--- src/rtl/floatdiv.sv ---
`default_nettype none
// ============================================================================
// floatdiv : iterative fp16 divider, 13-step restoring mantissa division,
//            round-to-nearest (ties away), flush-to-zero, 14-cycle latency.
// Revision : 1.0
// ============================================================================
module floatdiv (
  input  logic        clk,
  input  logic        rst_n,
  input  logic        start,
  input  logic [15:0] a,
  input  logic [15:0] b,
  output logic        busy,
  output logic        done,
  output logic [15:0] o,
  output logic        dbz,
  output logic        ovf,
  output logic        unf
);

  typedef enum logic [1:0] {
    S_IDLE = 2'd0,
    S_DIV  = 2'd1,
    S_NORM = 2'd2
  } state_t;

  localparam logic [3:0] c_last_step = 4'd12;

  state_t       r_state;
  state_t       w_state_nxt;
  logic [3:0]   r_cnt;
  logic [10:0]  r_mb;
  logic [11:0]  r_rem;
  logic [12:0]  r_q;
  logic [4:0]   r_ea;
  logic [4:0]   r_eb;
  logic         r_sign;
  logic         r_za;
  logic         r_zb;
  logic [15:0]  r_o;
  logic         r_dbz;
  logic         r_ovf;
  logic         r_unf;
  logic         r_done;

  logic         w_ge;
  logic [11:0]  w_rem_sub;
  logic [9:0]   w_mant_raw;
  logic         w_rbit;
  logic [10:0]  w_mant_sum;
  logic [6:0]   w_e_u;
  logic signed [6:0] w_e;
  logic [15:0]  w_o;
  logic         w_dbz;
  logic         w_ovf;
  logic         w_unf;

  always_ff @(posedge clk or negedge rst_n) begin
    if (!rst_n) r_state <= S_IDLE;
    else        r_state <= w_state_nxt;
  end

  always_comb begin
    w_state_nxt = r_state;
    case (r_state)
      S_IDLE:  if (start) w_state_nxt = S_DIV;
      S_DIV:   if (r_cnt == c_last_step) w_state_nxt = S_NORM;
      S_NORM:  w_state_nxt = S_IDLE;
      default: w_state_nxt = S_IDLE;
    endcase
  end

  // Remainder stays below 2*mb, so 12 bits hold it and the difference fits 11.
  assign w_ge      = (r_rem >= {1'b0, r_mb});
  assign w_rem_sub = w_ge ? (r_rem - {1'b0, r_mb}) : r_rem;

  assign w_mant_raw = r_q[12] ? r_q[11:2] : r_q[10:1];
  assign w_rbit     = r_q[12] ? r_q[1]    : r_q[0];
  assign w_mant_sum = {1'b0, w_mant_raw} + {10'd0, w_rbit};
  assign w_e_u      = {2'b00, r_ea} - {2'b00, r_eb}
                    + (r_q[12] ? 7'd15 : 7'd14)
                    + {6'd0, w_mant_sum[10]};
  assign w_e        = w_e_u;

  always_comb begin
    w_o   = {r_sign, w_e[4:0], w_mant_sum[9:0]};
    w_dbz = 1'b0;
    w_ovf = 1'b0;
    w_unf = 1'b0;
    if (r_za && r_zb) begin
      w_o   = {r_sign, 15'h7E00};
      w_dbz = 1'b1;
    end else if (r_zb) begin
      w_o   = {r_sign, 15'h7C00};
      w_dbz = 1'b1;
    end else if (r_za) begin
      w_o   = {r_sign, 15'h0000};
    end else if (w_e >= 7'sd31) begin
      w_o   = {r_sign, 15'h7C00};
      w_ovf = 1'b1;
    end else if (w_e <= 7'sd0) begin
      w_o   = {r_sign, 15'h0000};
      w_unf = 1'b1;
    end
  end

  always_ff @(posedge clk or negedge rst_n) begin
    if (!rst_n) begin
      r_cnt  <= 4'd0;
      r_mb   <= 11'd0;
      r_rem  <= 12'd0;
      r_q    <= 13'd0;
      r_ea   <= 5'd0;
      r_eb   <= 5'd0;
      r_sign <= 1'b0;
      r_za   <= 1'b0;
      r_zb   <= 1'b0;
      r_o    <= 16'd0;
      r_dbz  <= 1'b0;
      r_ovf  <= 1'b0;
      r_unf  <= 1'b0;
      r_done <= 1'b0;
    end else begin
      r_done <= 1'b0;
      case (r_state)
        S_IDLE: begin
          if (start) begin
            r_sign <= a[15] ^ b[15];
            r_ea   <= a[14:10];
            r_eb   <= b[14:10];
            r_za   <= (a[14:10] == 5'd0);
            r_zb   <= (b[14:10] == 5'd0);
            r_mb   <= {1'b1, b[9:0]};
            r_rem  <= {2'b01, a[9:0]};
            r_q    <= 13'd0;
            r_cnt  <= 4'd0;
          end
        end
        S_DIV: begin
          r_q   <= {r_q[11:0], w_ge};
          r_rem <= {w_rem_sub[10:0], 1'b0};
          r_cnt <= r_cnt + 4'd1;
        end
        S_NORM: begin
          r_o    <= w_o;
          r_dbz  <= w_dbz;
          r_ovf  <= w_ovf;
          r_unf  <= w_unf;
          r_done <= 1'b1;
        end
        default: ;
      endcase
    end
  end

  assign busy = (r_state != S_IDLE);
  assign done = r_done;
  assign o    = r_o;
  assign dbz  = r_dbz;
  assign ovf  = r_ovf;
  assign unf  = r_unf;

endmodule
`default_nettype wire

--- config.mk ---
export PLATFORM = sky130hd
export DESIGN_NAME = floatdiv
export DESIGN_NICKNAME = d
export VERILOG_FILES = /design/src/rtl/floatdiv.sv
export SDC_FILE = /design/constraint.sdc
export NUM_CORES = 1
export LEC_CHECK = 0
export ABC_AREA = 1
export BUFFER_PORTS_ARGS = -buffer_cell sky130_fd_sc_hd__buf_2
export CORE_MARGIN = 8
export CORE_UTILIZATION = 48
export CTS_BUF_LIST = sky130_fd_sc_hd__clkbuf_16
export DETAILED_ROUTE_END_ITERATION = 8
export PLACE_DENSITY = 0.64
export SYNTH_ARGS = -nofsm -noshare
export SYNTH_HDL_FRONTEND = slang
export SYNTH_SLANG_ARGS = --single-unit
--- constraint.sdc ---
create_clock -name clk -period 8.4 [get_ports clk]
set_input_delay 2.52 -clock clk [delete_from_list [all_inputs] [get_ports clk]]
set_output_delay 2.52 -clock clk [all_outputs]
set_load 0.01 [all_outputs]
# Word-level counts from Yosys, hierarchy flattened
# Index checks and enable logic that the tools add are counted.
[totals]
reg_bits = 75
output_inout_bits = 21
[classes]
magnitude_cmp = 3
n_bitwise = 1
n_addsub = 6
muxes = 30
eq_ne = 5
n_reduce_logical = 9
[ops]
columns = ["op", "count"]
rows = [
  ["$mux W15", 5],
  ["$pmux W13 S2", 1],
  ["$pmux W12 S2", 1],
  ["$mux W1", 14],
  ["$mux W13", 1],
  ["$ge A12 B11 Y1", 1],
  ["$mux W12", 1],
  ["$add A10 B1 Y11", 1],
  ["$mux W11", 1],
  ["$sub A11 B11 Y11", 1],
  ["$logic_not A5 Y1", 2],
  ["$mux W10", 1],
  ["$pmux W4 S2", 1],
  ["$add A6 B5 Y7", 1],
  ["$add A7 B1 Y7", 1],
  ["$ge A7 B6 Y1 const B", 1],
  ["$le A7 B1 Y1 const B", 1],
  ["$reduce_and A2 Y1", 3],
  ["$sub A5 B5 Y6", 1],
  ["$add A4 B1 Y4 const B", 1],
  ["$eq A4 B4 Y1 const B", 1],
  ["$mux W2", 2],
  ["$mux W4", 1],
  ["$ne A2 B2 Y1 const B", 2],
  ["other kinds (7)", 8],
]

# Depth between registers and ports, before layout
[logic_depth]
depth_word = 9
ltp_mapped = 19
depth_no_buf = 18

# Worst setup path before layout
# No wires, ideal clock.
[synth_timing]
path_type = "input to register"
start = "in start"
end = "reg r_rem[5]"
n_path_buf = 1
arrival_ns = 3.383
required_time_ns = 8.274
path_slack_ns = 4.891
stages = 6
path_cell_list = "nand2_1 > inv_1 > nor2_2 > inv_1 > clkbuf_1 > a2bb2oi_1"
[synth_via]
elab_chain_cells = 2
[synth_rtl]
columns = ["item", "line_no", "text"]
rows = [
  ["start: declaration", "10", "input logic start,"],
  ["$ne A2 B2 Y1 (no source line)", "n/a", ""],
  ["$reduce_and A2 Y1 (no source line)", "n/a", ""],
  ["end signal: assignment", "134", "r_rem <= {2'b01, a[9:0]};"],
  ["end signal: assignment", "141", "r_rem <= {w_rem_sub[10:0], 1'b0};"],
  ["end: declaration", "33", "logic [11:0] r_rem;"],
]
# Every way passes these cells.
# A chain may end at the register's enable or synchronous reset.

# Final worst setup path
[layout_timing]
start = "in start"
end = "reg r_rem[8]"
# The elaborated chain is that of the path after synthesis.

==> impl_results.rst <==
.. list-table::
   :header-rows: 1

   * - Metric
     - Value
   * - Outcome
     - finished, final reports clean
   * - Highest achievable clock rate
     - 225.5 MHz
   * - Synthesized flop and latch total
     - between 70 and 80
   * - Stages on the worst setup path
     - 8
   * - Cell area after synthesis
     - 4448 µm²
   * - Final critical-path share of the clock period
     - 52.79%
   * - Worst stage delay on the critical path
     - 0.44 ns
   * - # DRC
     - 0
   * - Biggest area consumer among synthesized cells
     - sky130_fd_sc_hd__dfrtp_1
   * - Master of the slowest instance on the critical path
     - sky130_fd_sc_hd__inv_1
   * - Xor and xnor area share after synthesis
     - 3.150%
   * - Final count of pins violating max slew
     - 0
   * - Cells after synthesis
     - 547
   * - Number of sinks driven by the clock tree
     - 75
   * - Library cell with the highest instance count after synthesis
     - sky130_fd_sc_hd__nand2_1
   * - Count of endpoints failing setup in the final report
     - 0
   * - Height of the chip
     - 112.3 µm
   * - Synth Area in Compound Gates
     - 16.68%
   * - Pin count of the biggest net entering global routing
     - 76
   * - Max-cap viol count
     - 0
   * - Synth area leaders
     - sky130_fd_sc_hd__dfrtp_1 42%, sky130_fd_sc_hd__nand2_1 11%, sky130_fd_sc_hd__ha_1 5.9%
   * - Net total in the final layout
     - 659
   * - Count of flip-flops with a built-in enable after synthesis
     - 0
   * - Synth-to-layout area growth
     - 15.39%
   * - Gates resized, CTS repair
     - 0
   * - Dominant combinational cell family by area after synthesis
     - simple AND/OR/NAND/NOR gates
   * - Number of warnings reported in the yosys synthesis log
     - 0
   * - Number of cells on the worst hold path
     - 2
   * - Clock latency on the worst-skew pair
     - 0.33 ns
   * - Clock root cell
     - sky130_fd_sc_hd__clkbuf_16
   * - Bufs and invs on worst path
     - 4
   * - List of most frequent post-synthesis cells
     - 128 x sky130_fd_sc_hd__nand2_1, 75 x sky130_fd_sc_hd__dfrtp_1, 59 x sky130_fd_sc_hd__inv_1
   * - Leading register cell type out of synthesis
     - sky130_fd_sc_hd__dfrtp_1
   * - Floorplan core area
     - 9109 µm²
   * - Hold buffer count at cts
     - 0
   * - Final number of hold-violating endpoints
     - 0
   * - Portion of synthesized cell area occupied by the leading cell type
     - 42.19%
   * - Total congestion overflow after global routing
     - 0
   * - Routed via count
     - 3,742
   * - CP Cell Sequence
     - buf_2 > nand2_1 > buf_4 > inv_1 > nor2_2 > inv_1 > or2_0 > a21boi_0
   * - N_diodes
     - 0
   * - Placed wire-length estimate after detailed placement
     - 7340 µm
   * - Overall track demand over capacity in global routing
     - between 10% and 20%
   * - Clock transition at path regs
     - 0.06 ns
   * - Gate family responsible for the most delay along the worst path
     - buffers and inverters
   * - Post-synth ARST share
     - 100.0%
   * - Sequential area share after synthesis
     - 42.19%
   * - Synth unique cells
     - 40
   * - Routed length per placed instance
     - 13.97 µm
   * - Data required, critical path
     - 8.60 ns
   * - Maximum net fanout on the critical path
     - 34
   * - Rows
     - 35
   * - Crit path capture type
     - register
   * - Cell repeated most along the worst path
     - sky130_fd_sc_hd__inv_1
   * - Post-synthesis mux area share
     - 0%
   * - Post-Synthesis Net Count
     - 606
   * - Die Footprint
     - 12,600 µm²
   * - Number of iterations in the first detailed-routing pass
     - 4
   * - Worst Path Arrival
     - 4.63 ns
   * - Path type of the worst min-delay path
     - register to register
   * - Adder-cell share of the synthesized area
     - 7.257%
   * - Maximum number of buffers from clock root to sink
     - 2
   * - Area share of and/or/nand/nor cells after synthesis
     - 23.77%
   * - Summed negative setup slack over all endpoints
     - 0 ns
   * - Via count of the first global-routing pass
     - 3,739
   * - Sum of routed wire length over all layers
     - 9999 µm
   * - Ratio of cells with drive above 1 in the final layout
     - 20.66%
   * - First-pass GRT wire length
     - 17,400 µm
   * - Routability-driven placement congestion ratio
     - 0.8434
   * - Starting density of the core
     - between 40% and 50%
   * - Category of the worst setup path launch point
     - input port
   * - Unrepaired setup endpoints after global routing
     - false
   * - Iteration-0 DRC Markers
     - approximately 150
   * - Via/cell ratio
     - 5.226
   * - Final worst clock skew
     - 0.005711 ns
   * - Chip width
     - 112.3 µm
   * - Type of the worst setup path
     - input port to register
   * - Cells on worst reg2reg path
     - 13
   * - Total clock buffers created by CTS
     - 9
   * - Remaining antenna violation count after routing
     - 0
   * - Antenna violations before repair
     - 0
   * - Slew at the pin with the worst max-slew slack
     - 0.9286 ns
   * - Post-layout minimum cycle time
     - 4.434 ns
   * - Mean instance size in the synthesized netlist
     - slightly above 8 µm²
   * - CTS tree
     - yes
   * - Post-CTS Setup Repair Bufs
     - 0
   * - Max_slew headroom
     - between 30% and 40%
   * - Level count of the clock H-tree
     - 3
   * - # IOs
     - 56
   * - IO buf count
     - 55
cell usage in the layout, fill, tap and decap left out, types with 7 or more instances in the layout:
cell type                     n
sky130_fd_sc_hd__a21oi_1     26
sky130_fd_sc_hd__ha_1        21
sky130_fd_sc_hd__buf_2       54
sky130_fd_sc_hd__xor2_1       7
sky130_fd_sc_hd__dfrtp_1     75
sky130_fd_sc_hd__xnor2_1      9
sky130_fd_sc_hd__nand3_1     24
sky130_fd_sc_hd__o22ai_1     13
sky130_fd_sc_hd__clkbuf_16    9
sky130_fd_sc_hd__nor2_1      41
sky130_fd_sc_hd__nand2_2     12
sky130_fd_sc_hd__inv_1       59
sky130_fd_sc_hd__o21ai_0     48
sky130_fd_sc_hd__o21ai_1      7
sky130_fd_sc_hd__o21ai_2     15
sky130_fd_sc_hd__nand2_1    128
worst paths after layout:
| path | start | slack [ns] | endpoint |
|---|---|---|---|
| setup / recovery | start | 3.97 | r_rem[8] |
| max in group asynchronous | rst_n | 5.47 | r_rem[7] |
| min in group asynchronous | rst_n | 2.33 | o[12] |
| hold reg to reg | r_mb[10] | 0.47 | r_mb[10] |
| hold / removal | r_mb[10] | 0.47 | r_mb[10] |
| setup reg to reg | r_q[12] | 4.60 | o[2] |
flip-flops by register name (all words and copies together), names as in the netlist:
| register | count |
|---|---|
| o | 16 |
| r_q | 13 |
| r_rem | 12 |
| r_mb | 11 |
| r_ea | 5 |
| r_eb | 5 |
| r_cnt | 4 |
| r_state | 2 |
| dbz | 1 |
| done | 1 |
| ovf | 1 |
| r_sign | 1 |
| r_za | 1 |
| r_zb | 1 |
| unf | 1 |
metal layers:
metal  wire length (µm)  up-vias  GRT usage [%]
met5                  0        -              0
met4                156        0          6.565
met3                558       14          4.026
met2               4724       70          28.10
met1               4560     1755          20.73
li1                   -     1903              -
worst register-to-register path: stages (launching register included):
cell and delay [ns]:
sky130_fd_sc_hd__dfrtp_1 0.77, sky130_fd_sc_hd__o21ai_0 0.28, sky130_fd_sc_hd__or2_1 0.30, sky130_fd_sc_hd__or2_0 0.22, sky130_fd_sc_hd__or2_2 0.30, sky130_fd_sc_hd__fa_1 0.43, sky130_fd_sc_hd__ha_1 0.35, sky130_fd_sc_hd__or2_2 0.30
sky130_fd_sc_hd__nor2_1 0.13, sky130_fd_sc_hd__nand2_2 0.06, sky130_fd_sc_hd__o21ai_2 0.19, sky130_fd_sc_hd__nand2_4 0.10, sky130_fd_sc_hd__nand3b_4 0.18, sky130_fd_sc_hd__o21ai_2 0.07
layout make-up:
| cell class | count | area (µm²) |
|---|---|---|
| flip-flops and latches | 75 | 1877 |
| inverters | 62 | 232.7 |
| clock buffers | 9 | 225.2 |
| multi-input cells | 395 | 2262 |
| clock inverters | 7 | 103.9 |
| well taps | 111 | 138.9 |
| repair buffers | 57 | 292.8 |
| fillers | 862 | 3976 |
stage by stage:
stage / std cells / hold WS (ns) / instance area [µm²] / util, % / setup slack [ns]
after global placement: 700 / 0.4515 / 4803 / 52.73 / 3.680
after CTS: 716 / 0.4688 / 5132 / 56.35 / 3.967
after floorplan: 547 / 0.4264 / 4448 / - / 4.891
after detailed placement: 700 / 0.4545 / 4803 / 52.73 / 3.606
final: 716 / 0.4667 / 5132 / 56.35 / 3.966
after global routing: 716 / 0.4870 / 5132 / 56.35 / 3.704
cell families (layout without fill, tap and decap cells):
group | count (synthesis) | after routing
adders and majority gates | 24 | 24
AOI/OAI and AO/OA | 123 | 123
and+or+nand+nor | 232 | 232
xor gates and xnor gates | 16 | 16
buffers and inverters | 77 | 135
DFF | 75 | 75
Power is not shown: default switching activity piles up to over one toggle a cycle in this logic, so the estimate is an artifact.
